$ cat config.mk
export PLATFORM = sky130hd
export DESIGN_NAME = if_pc_fetch_flat
export DESIGN_NICKNAME = d
export VERILOG_FILES = /design/src/rtl/if_pc_fetch_pkg.sv /design/src/rtl/if_pc_fetch_if.sv /design/src/rtl/if_pc_tag_fifo.sv /design/src/rtl/if_pc_fetch.sv /design/src/flat_wrapper.sv
export SDC_FILE = /design/constraint.sdc
export NUM_CORES = 1
export LEC_CHECK = 0
export CELL_PAD_IN_SITES_DETAIL_PLACEMENT = 1
export CELL_PAD_IN_SITES_GLOBAL_PLACEMENT = 1
export CORE_MARGIN = 10
export CORE_UTILIZATION = 40
export CTS_BUF_LIST = sky130_fd_sc_hd__clkbuf_8
export DETAILED_ROUTE_END_ITERATION = 10
export GPL_TIMING_DRIVEN = 0
export HOLD_SLACK_MARGIN = 0.05
export PLACE_DENSITY = 0.76
export SKIP_CTS_REPAIR_TIMING = 1
export SYNTH_ARGS = -nofsm -noshare
export SYNTH_HDL_FRONTEND = slang
export SYNTH_SLANG_ARGS = --single-unit
$ cat constraint.sdc
create_clock -name clk_i -period 3.6 [get_ports clk_i]
set_input_delay 0.54 -clock clk_i [delete_from_list [all_inputs] [get_ports clk_i]]
set_output_delay 0.54 -clock clk_i [all_outputs]
set_load 0.05 [all_outputs]
$ cat src/rtl/if_pc_fetch_pkg.sv
// Shared types and constants for the PC fetch unit.
// Holds the pc_wr_sel encoding reused from the single-register PC,
// the fetch increment and the tag layout kept per outstanding request.
package if_pc_fetch_pkg;

    // Redirect target select; encodings other than PC_WR_JALR behave as PC_WR_ALU
    typedef enum logic [1:0] {
        PC_WR_ALU  = 2'b00,
        PC_WR_JALR = 2'b01
    } pc_wr_sel_e;

    // Byte distance between consecutive fetch addresses
    localparam int unsigned PC_FETCH_INC = 32'd4;

    // Reference width of the tag layout below
    localparam int unsigned PC_TAG_XLEN = 32'd32;

    // One tag entry: requesting PC plus a live flag cleared by a redirect
    typedef struct packed {
        logic [PC_TAG_XLEN-1:0] pc;
        logic                   live;
    } pc_tag_t;

endpackage

$ cat src/rtl/if_pc_fetch_if.sv
// Instruction memory request/response bus.
// master: fetch unit (drives requests); slave: instruction memory.
interface if_pc_fetch_if #(
    parameter int XLEN = 32
) ();

    logic            req_valid;
    logic            req_ready;
    logic [XLEN-1:0] req_addr;
    logic            rsp_valid;
    logic [XLEN-1:0] rsp_data;

    modport master (
        output req_valid,
        output req_addr,
        input  req_ready,
        input  rsp_valid,
        input  rsp_data
    );

    modport slave (
        input  req_valid,
        input  req_addr,
        output req_ready,
        output rsp_valid,
        output rsp_data
    );

endinterface

$ cat src/rtl/if_pc_tag_fifo.sv
// PC tag FIFO: one entry per outstanding fetch request, in issue order.
// Each entry keeps the requesting PC and a live bit; kill_all_i clears every
// live bit at once while the entries themselves remain until popped.
module if_pc_tag_fifo #(
    parameter int XLEN  = 32,
    parameter int DEPTH = 4
) (
    input  logic                       clk_i,
    input  logic                       rst_i,
    input  logic                       push_i,
    input  logic [XLEN-1:0]            push_pc_i,
    input  logic                       pop_i,
    input  logic                       kill_all_i,
    output logic [XLEN-1:0]            head_pc_o,
    output logic                       head_live_o,
    output logic [$clog2(DEPTH):0]     count_o
);

    localparam int AW = $clog2(DEPTH);
    localparam int CW = AW + 1;

    logic [XLEN-1:0] pc_mem_r [DEPTH];
    logic [DEPTH-1:0] live_r;
    logic [DEPTH-1:0] live_s;
    logic [AW-1:0]    wr_ptr_r;
    logic [AW-1:0]    rd_ptr_r;
    logic [CW-1:0]    count_r;
    logic [CW-1:0]    count_s;
    logic             full_s;
    logic             empty_s;
    logic             push_ok_s;
    logic             pop_ok_s;

    assign full_s      = (count_r == CW'(DEPTH));
    assign empty_s     = (count_r == {CW{1'b0}});
    assign push_ok_s   = push_i & ~full_s;
    assign pop_ok_s    = pop_i & ~empty_s;
    assign head_pc_o   = pc_mem_r[rd_ptr_r];
    assign head_live_o = live_r[rd_ptr_r];
    assign count_o     = count_r;

    // Next live mask: a kill wipes every entry, a push marks its new slot live
    always_comb begin
        live_s = live_r;
        if (kill_all_i) begin
            live_s = {DEPTH{1'b0}};
        end else begin
            live_s = live_r;
        end
        if (push_ok_s) begin
            live_s[wr_ptr_r] = 1'b1;
        end else begin
            live_s = live_s;
        end
    end

    // Occupancy update; simultaneous push and pop leaves it unchanged
    always_comb begin
        count_s = count_r;
        case ({push_ok_s, pop_ok_s})
            2'b10:   count_s = count_r + CW'(1'b1);
            2'b01:   count_s = count_r - CW'(1'b1);
            default: count_s = count_r;
        endcase
    end

    // Pointer, occupancy, live-bit and tag storage registers
    always_ff @(posedge clk_i) begin
        if (rst_i) begin
            wr_ptr_r <= {AW{1'b0}};
            rd_ptr_r <= {AW{1'b0}};
            count_r  <= {CW{1'b0}};
            live_r   <= {DEPTH{1'b0}};
            for (int i = 0; i < DEPTH; i++) begin
                pc_mem_r[i] <= {XLEN{1'b0}};
            end
        end else begin
            count_r <= count_s;
            live_r  <= live_s;
            if (push_ok_s) begin
                pc_mem_r[wr_ptr_r] <= push_pc_i;
                wr_ptr_r           <= wr_ptr_r + AW'(1'b1);
            end
            if (pop_ok_s) begin
                rd_ptr_r <= rd_ptr_r + AW'(1'b1);
            end
        end
    end

endmodule

$ cat src/rtl/if_pc_fetch.sv
// Instruction fetch PC generator with outstanding-request tracking.
// Issues word-aligned fetch addresses over a valid/ready bus, remembers the
// PC of every accepted request and pairs it with the in-order response.
// A redirect kills all in-flight requests in one cycle.
// Optional build macro IF_PC_MISALIGN_CHK_EN: keep redirect bit 1, flag a
// misaligned target on misalign_o and halt issue until the next redirect.
module if_pc_fetch
    import if_pc_fetch_pkg::*;
#(
    parameter int              XLEN      = 32,
    parameter int              DEPTH     = 4,
    parameter logic [XLEN-1:0] RESET_VEC = {XLEN{1'b0}}
) (
    input  logic                 clk_i,
    input  logic                 rst_i,
    input  logic                 fetch_en_i,
    input  logic                 redirect_i,
    input  logic [1:0]           redirect_sel_i,
    input  logic [XLEN-1:0]      redirect_addr_i,
    if_pc_fetch_if.master        bus,
    output logic                 inst_valid_o,
    output logic [XLEN-1:0]      inst_data_o,
    output logic [XLEN-1:0]      inst_pc_o,
    output logic [XLEN-1:0]      pc_prev_o,
    output logic                 err_o,
    output logic                 misalign_o
);

    localparam int CW = $clog2(DEPTH) + 1;

    logic [XLEN-1:0] fetch_pc_r;
    logic [XLEN-1:0] jalr_tgt_s;
    logic [XLEN-1:0] target_s;
    logic [XLEN-1:0] head_pc_s;
    logic            head_live_s;
    logic [CW-1:0]   count_s;
    logic            full_s;
    logic            empty_s;
    logic            req_valid_s;
    logic            issue_s;
    logic            pop_s;
    logic            deliver_s;
    logic            err_set_s;

    assign full_s    = (count_s == CW'(DEPTH));
    assign empty_s   = (count_s == {CW{1'b0}});

`ifdef IF_PC_MISALIGN_CHK_EN
    logic halted_r;
    assign req_valid_s = fetch_en_i & ~full_s & ~redirect_i & ~halted_r;
`else
    assign req_valid_s = fetch_en_i & ~full_s & ~redirect_i;
`endif

    assign issue_s       = req_valid_s & bus.req_ready;
    assign pop_s         = bus.rsp_valid & ~empty_s;
    assign deliver_s     = pop_s & head_live_s & ~redirect_i;
    assign err_set_s     = bus.rsp_valid & empty_s;
    assign bus.req_valid = req_valid_s;
    assign bus.req_addr  = fetch_pc_r;

    // Redirect target: JALR clears bit 0, every other select passes the ALU result
    always_comb begin
        jalr_tgt_s = redirect_addr_i;
        if (redirect_sel_i == PC_WR_JALR) begin
            jalr_tgt_s[0] = 1'b0;
        end else begin
            jalr_tgt_s = redirect_addr_i;
        end
    end

`ifdef IF_PC_MISALIGN_CHK_EN
    assign target_s = jalr_tgt_s;
`else
    logic unused_tgt_bits_s;
    assign target_s          = {jalr_tgt_s[XLEN-1:2], 2'b00};
    assign unused_tgt_bits_s = ^jalr_tgt_s[1:0];
`endif

    if_pc_tag_fifo #(
        .XLEN  (XLEN),
        .DEPTH (DEPTH)
    ) u_tag_fifo (
        .clk_i       (clk_i),
        .rst_i       (rst_i),
        .push_i      (issue_s),
        .push_pc_i   (fetch_pc_r),
        .pop_i       (pop_s),
        .kill_all_i  (redirect_i),
        .head_pc_o   (head_pc_s),
        .head_live_o (head_live_s),
        .count_o     (count_s)
    );

    // Fetch PC: redirect loads the target, an accepted request advances by one word
    always_ff @(posedge clk_i) begin
        if (rst_i) begin
            fetch_pc_r <= RESET_VEC;
        end else if (redirect_i) begin
            fetch_pc_r <= target_s;
        end else if (issue_s) begin
            fetch_pc_r <= fetch_pc_r + XLEN'(PC_FETCH_INC);
        end else begin
            fetch_pc_r <= fetch_pc_r;
        end
    end

    // Delivery registers toward ID and the sticky empty-response error flag
    always_ff @(posedge clk_i) begin
        if (rst_i) begin
            inst_valid_o <= 1'b0;
            inst_data_o  <= {XLEN{1'b0}};
            inst_pc_o    <= {XLEN{1'b0}};
            pc_prev_o    <= {XLEN{1'b0}};
            err_o        <= 1'b0;
        end else begin
            inst_valid_o <= deliver_s;
            err_o        <= err_o | err_set_s;
            if (deliver_s) begin
                inst_data_o <= bus.rsp_data;
                inst_pc_o   <= head_pc_s;
                pc_prev_o   <= inst_pc_o;
            end
        end
    end

`ifdef IF_PC_MISALIGN_CHK_EN
    // Halt state and one-cycle misalign pulse, both decided on each redirect
    always_ff @(posedge clk_i) begin
        if (rst_i) begin
            halted_r   <= 1'b0;
            misalign_o <= 1'b0;
        end else if (redirect_i) begin
            halted_r   <= target_s[1];
            misalign_o <= target_s[1];
        end else begin
            halted_r   <= halted_r;
            misalign_o <= 1'b0;
        end
    end
`else
    assign misalign_o = 1'b0;
`endif

endmodule
$ cat src/flat_wrapper.sv
// flat-port wrapper written by rule: the top's interface ports become plain ports
module if_pc_fetch_flat import if_pc_fetch_pkg::*;
#(
    parameter int              XLEN      = 32,
    parameter int              DEPTH     = 4,
    parameter logic [XLEN-1:0] RESET_VEC = {XLEN{1'b0}}
)
  (clk_i, rst_i, fetch_en_i, redirect_i, redirect_sel_i, redirect_addr_i, inst_valid_o, inst_data_o, inst_pc_o, pc_prev_o, err_o, misalign_o, bus_req_valid, bus_req_addr, bus_req_ready, bus_rsp_valid, bus_rsp_data);
  if_pc_fetch_if #(.XLEN(XLEN)) bus_i ();
  input  logic clk_i;
  input  logic rst_i;
  input  logic fetch_en_i;
  input  logic redirect_i;
  input  logic [1:0] redirect_sel_i;
  input  logic [XLEN-1:0] redirect_addr_i;
  output logic inst_valid_o;
  output logic [XLEN-1:0] inst_data_o;
  output logic [XLEN-1:0] inst_pc_o;
  output logic [XLEN-1:0] pc_prev_o;
  output logic err_o;
  output logic misalign_o;
  output wire logic [$bits(bus_i.req_valid)-1:0] bus_req_valid;
  output wire logic [$bits(bus_i.req_addr)-1:0] bus_req_addr;
  input wire logic [$bits(bus_i.req_ready)-1:0] bus_req_ready;
  input wire logic [$bits(bus_i.rsp_valid)-1:0] bus_rsp_valid;
  input wire logic [$bits(bus_i.rsp_data)-1:0] bus_rsp_data;
  assign bus_req_valid = bus_i.req_valid;
  assign bus_req_addr = bus_i.req_addr;
  assign bus_i.req_ready = bus_req_ready;
  assign bus_i.rsp_valid = bus_rsp_valid;
  assign bus_i.rsp_data = bus_rsp_data;
  if_pc_fetch #(.XLEN(XLEN), .DEPTH(DEPTH), .RESET_VEC(RESET_VEC)) u_core (.clk_i(clk_i), .rst_i(rst_i), .fetch_en_i(fetch_en_i), .redirect_i(redirect_i), .redirect_sel_i(redirect_sel_i), .redirect_addr_i(redirect_addr_i), .bus(bus_i), .inst_valid_o(inst_valid_o), .inst_data_o(inst_data_o), .inst_pc_o(inst_pc_o), .pc_prev_o(pc_prev_o), .err_o(err_o), .misalign_o(misalign_o));
endmodule
==> results by stage <==
Status:
- The run finished with clean final reports.

STA:
- The number of pins with negative max-slew slack in the final report is 0.
- The tightest hold path in the finished design has a slack of between 0.4 and 0.5 ns.
- The normalized max-slew margin is between 30 and 40%.
- Setup repair after global routing left no endpoint under its margin.
- The final critical delay including setup and external delays is 3.262 ns.
- The measured slew at the worst slew-check pin is approximately 0.95 ns.
- The number of hold violations in the final report is 0.
- Setup violations remaining at the end of the flow were counted as 0.
- The setup skew after layout is roughly 0.019 ns.
- Setup slack closes at ~0.34 ns.
- The worst path uses 90.62% of the clock period.
- Derived from the worst setup path, the maximum achievable clock frequency is 306.5 MHz.
- In the final timing run, aggregate negative setup slack is 0 ns.

Synth:
- Yosys attributes the largest share of cell area to sky130_fd_sc_hd__edfxtp_1 33%, sky130_fd_sc_hd__dfxtp_1 25%, sky130_fd_sc_hd__nand2_1 7.0%.
- The post-synthesis cell area is 10820 µm².
- The fraction of registers with async set/reset is 0%.
- Each instance of the synthesized netlist takes up on average 10.96 µm².
- After synthesis, the largest area contributor takes up between 30% and 40% of total cell area.
- By count the netlist is led by 203 x sky130_fd_sc_hd__nand2_1, 135 x sky130_fd_sc_hd__dfxtp_1, 120 x sky130_fd_sc_hd__edfxtp_1.
- The number of cells produced by synthesis is about 1000.
- During synthesis, Yosys emitted a total of 0 warnings.
- In the synthesized netlist the dominant register cell turns out to be sky130_fd_sc_hd__dfxtp_1.
- The number of storage elements in the synthesis netlist is about 260.
- In the post-synthesis netlist, the cell with the most instances is sky130_fd_sc_hd__nand2_1.
- In this run, synthesis inferred 120 flip-flops with an integrated enable.
- Yosys mapped the design onto between 40 and 50 distinct sky130hd cell types.
- The part of the Yosys area used for sequential elements is about 58%.
- Of all cell types, the one taking the most synthesized area is sky130_fd_sc_hd__edfxtp_1.

Setup path:
- The slowest library cell on the worst path is sky130_fd_sc_hd__clkdlybuf4s50_1.
- The dominant cell type by count on the critical path is sky130_fd_sc_hd__clkdlybuf4s50_1.
- In this run the worst path has a maximum fanout of 10.
- The data arrival time of the critical path is approximately 2.7 ns.
- The setup path with the least slack is of type in2out.
- On the worst path, the slowest cell contributes a delay of ~0.81 ns.
- The cell family contributing the most delay on the critical path is buffers and inverters.
- Traced cell by cell, the critical path runs through clkdlybuf4s50_1 -> clkinv_1 -> clkbuf_1 -> and3_1 -> clkdlybuf4s50_1.
- The combined buffer and inverter count along the critical path is 4.
- Data on the critical path is required at its endpoint by approximately 3 ns.
- The nature of the critical path endpoint is an output pin.
- The worst setup path is launched from an input pin.

Global route:
- The global-route wire length before repair is a little over 50000 µm.
- Entering global routing, the biggest net connects 31 pins.
- The initial antenna violation count is 0.
- Global routing finished with a remaining overflow of 0.
- The overall track demand over capacity in global routing is between 10% and 20%.
- The via count of the first global-routing pass is a little under 9k.

Layout:
- 0 antenna diodes ended up in the layout.
- Relative to the synthesized area, the layout overhead comes to 29.59%.
- The fraction of final layout cells with drive strength greater than 1 is between 10% and 20%.
- Leaving out filler cells and counting taps, the final layout contains around 1.6k.
- The final cell area excluding filler cells is 14020 µm².
- The post-layout net count is ~1.3k.
- The fraction of the core area covered by cells at the end of the flow is 52.32%.

Drt:
- The routed layout has just over 8k vias.
- The number of detailed-routing iterations run before antenna repair is 5.
- After detailed routing, the number of remaining DRC violations is 0.
- In this run the remaining antenna-violating nets after routing total 0.
- The number of DRC markers after the initial detailed-route iteration is 330.
- The routed wirelength normalized by instance count is around 20 µm.
- For this block, the routed nets add up to approximately 33000 µm of wire.
- The average via count per standard cell is approximately 5.2.

Placement:
- The number of placed instances, taps included, is between 1.5k and 2k.
- The minimum setup slack after placement is around 0.012 ns.
- The last weighted congestion value of the routability-driven placer is 0.8177.
- Buffers placed on the I/O ports in this run total 191.
- After detailed placement, the total cell area comes to around 13000 µm².
- The detailed placement HPWL is between 20000 and 25000 µm.

Clock tree:
- The master cell of the clock root buffer is sky130_fd_sc_hd__clkbuf_8.
- The later pin in the worst-skew pair is clocked with a latency of roughly 0.55 ns.
- The H-tree depth is 2.
- The TritonCTS clock tree is done.
- The total CTS buffers is 44.
- The CTS sink count is 255.
- The clock tree buffer depth is 3.
- The clock-pin slew on the worst setup and hold paths is 0.06 ns.

Floorplanning:
- The placement row count is 60.
- From left edge to right edge, the die measures 184.5 µm.
- The I/O pin count is a little over 200.
- The total area inside the core boundary comes to 26800 µm².
- The die covers ~34000 µm².
- The die height is between 150 and 200 µm.
- For this configuration, the core starts out at a cell density of roughly two fifths.

Power and ir drop:
- In this run the static leakage power is slightly below 5 nW.
- Across the VDD grid, the largest voltage drop is 0.2373 mV.
- For this design the ratio of total power to cell area is ~470 nW/µm².
- The overall power of the completed layout is between 6 and 7 mW.

Flow run:
- Across the run, the number of max-cap violations was 0.

Min path:
- In this run the worst hold path is classified as reg2reg.
[registers in the layout, indices dropped and copies added (netlist names)]
signal                      cells
u_core.u_tag_fifo.live_r        4
u_core.u_tag_fifo.wr_ptr_r      2
u_core.inst_data_o             32
u_core.inst_pc_o               30
u_core.bus.req_addr            30
u_core.u_tag_fifo.pc_mem_r    120
u_core.inst_valid_o             1
u_core.pc_prev_o               30
u_core.err_o                    1
u_core.u_tag_fifo.count_o       3
u_core.u_tag_fifo.rd_ptr_r      2
[cell usage in the layout, fill, tap and decap left out, types with 9 or more instances in the layout]
master	netlist	final
sky130_fd_sc_hd__nor4_2	9	9
sky130_fd_sc_hd__clkdlybuf4s50_1	0	191
sky130_fd_sc_hd__edfxtp_1	120	120
sky130_fd_sc_hd__mux4_2	31	31
sky130_fd_sc_hd__xor2_1	10	10
sky130_fd_sc_hd__buf_2	26	26
sky130_fd_sc_hd__nor2_1	44	44
sky130_fd_sc_hd__inv_1	10	26
sky130_fd_sc_hd__xnor2_1	21	21
sky130_fd_sc_hd__nor4_1	19	19
sky130_fd_sc_hd__buf_4	9	9
sky130_fd_sc_hd__clkinv_1	3	11
sky130_fd_sc_hd__nand2_1	203	203
sky130_fd_sc_hd__and2_1	101	101
sky130_fd_sc_hd__a21oi_1	103	103
sky130_fd_sc_hd__dfxtp_1	135	135
sky130_fd_sc_hd__clkbuf_1	34	34
sky130_fd_sc_hd__a211oi_1	18	18
sky130_fd_sc_hd__clkbuf_8	0	52
[worst paths after layout]
check	cells past startpoint	from	slack, ns	endpoint
setup / recovery	5	redirect_i	0.34	bus_req_valid
hold / removal	2	u_core.inst_data_o[14]	0.45	u_core.inst_data_o[14]
setup reg to reg	11	u_core.u_tag_fifo.count_o[2]	0.41	u_core.u_tag_fifo.count_o[2]
hold reg to reg	2	u_core.inst_data_o[14]	0.45	u_core.inst_data_o[14]
[layer usage]
| metal | track usage, % | wire (µm) | vias to the layer above | part of all wire [%] |
|---|---|---|---|---|
| met5 | 0 | 0 | - | 0 |
| li1 | - | - | 3930 | - |
| met1 | 24.39 | 14530 | 4040 | 45 |
| met4 | 3.900 | 393 | 0 | 1.2 |
| met2 | 31.57 | 15260 | 276 | 47 |
| met3 | 4.962 | 2419 | 34 | 7.4 |
[cells by family (layout without fill, tap and decap cells)]
family / Yosys count / count (layout) / share of synthesized area [%]
compound gates: 140 / 140 / 7.216
simple gates: 430 / 430 / 20.20
mux: 32 / 32 / 6.546
fa+ha+maj: 7 / 7 / 0.8789
other cells: 1 / 7 / 0.03466
flops: 255 / 255 / 58.29
buf+inv: 91 / 364 / 4.325
xor+xnor: 31 / 31 / 2.510
[worst register-to-register path, stage by stage (launching register included)]
cell	delay (ns)
sky130_fd_sc_hd__dfxtp_1	0.39
sky130_fd_sc_hd__or3b_2	0.57
sky130_fd_sc_hd__nand2_2	0.30
sky130_fd_sc_hd__buf_2	0.31
sky130_fd_sc_hd__nor2_1	0.22
sky130_fd_sc_hd__inv_1	0.11
sky130_fd_sc_hd__ha_1	0.18
sky130_fd_sc_hd__inv_1	0.06
sky130_fd_sc_hd__fa_1	0.38
sky130_fd_sc_hd__xor2_1	0.16
sky130_fd_sc_hd__or3_1	0.31
sky130_fd_sc_hd__a21oi_1	0.14
[power breakdown]
part	internal, mW	switching [mW]	total (mW)
registers	3.13	0.0887	3.22
clock network	1.31	1.17	2.49
logic	0.382	0.518	0.900
[area by class of cell]
type	instances	area [µm²]
tap	341	426.7
sequential	255	6306
clock buffer	52	715.7
fill	2962	12780
timing repair buffer	191	1912
inverter	13	48.80
multi-input combinational	647	4068
buffer	78	419.2
clock inverter	30	125.1
Note: power is estimated with default switching activity, not from simulation.
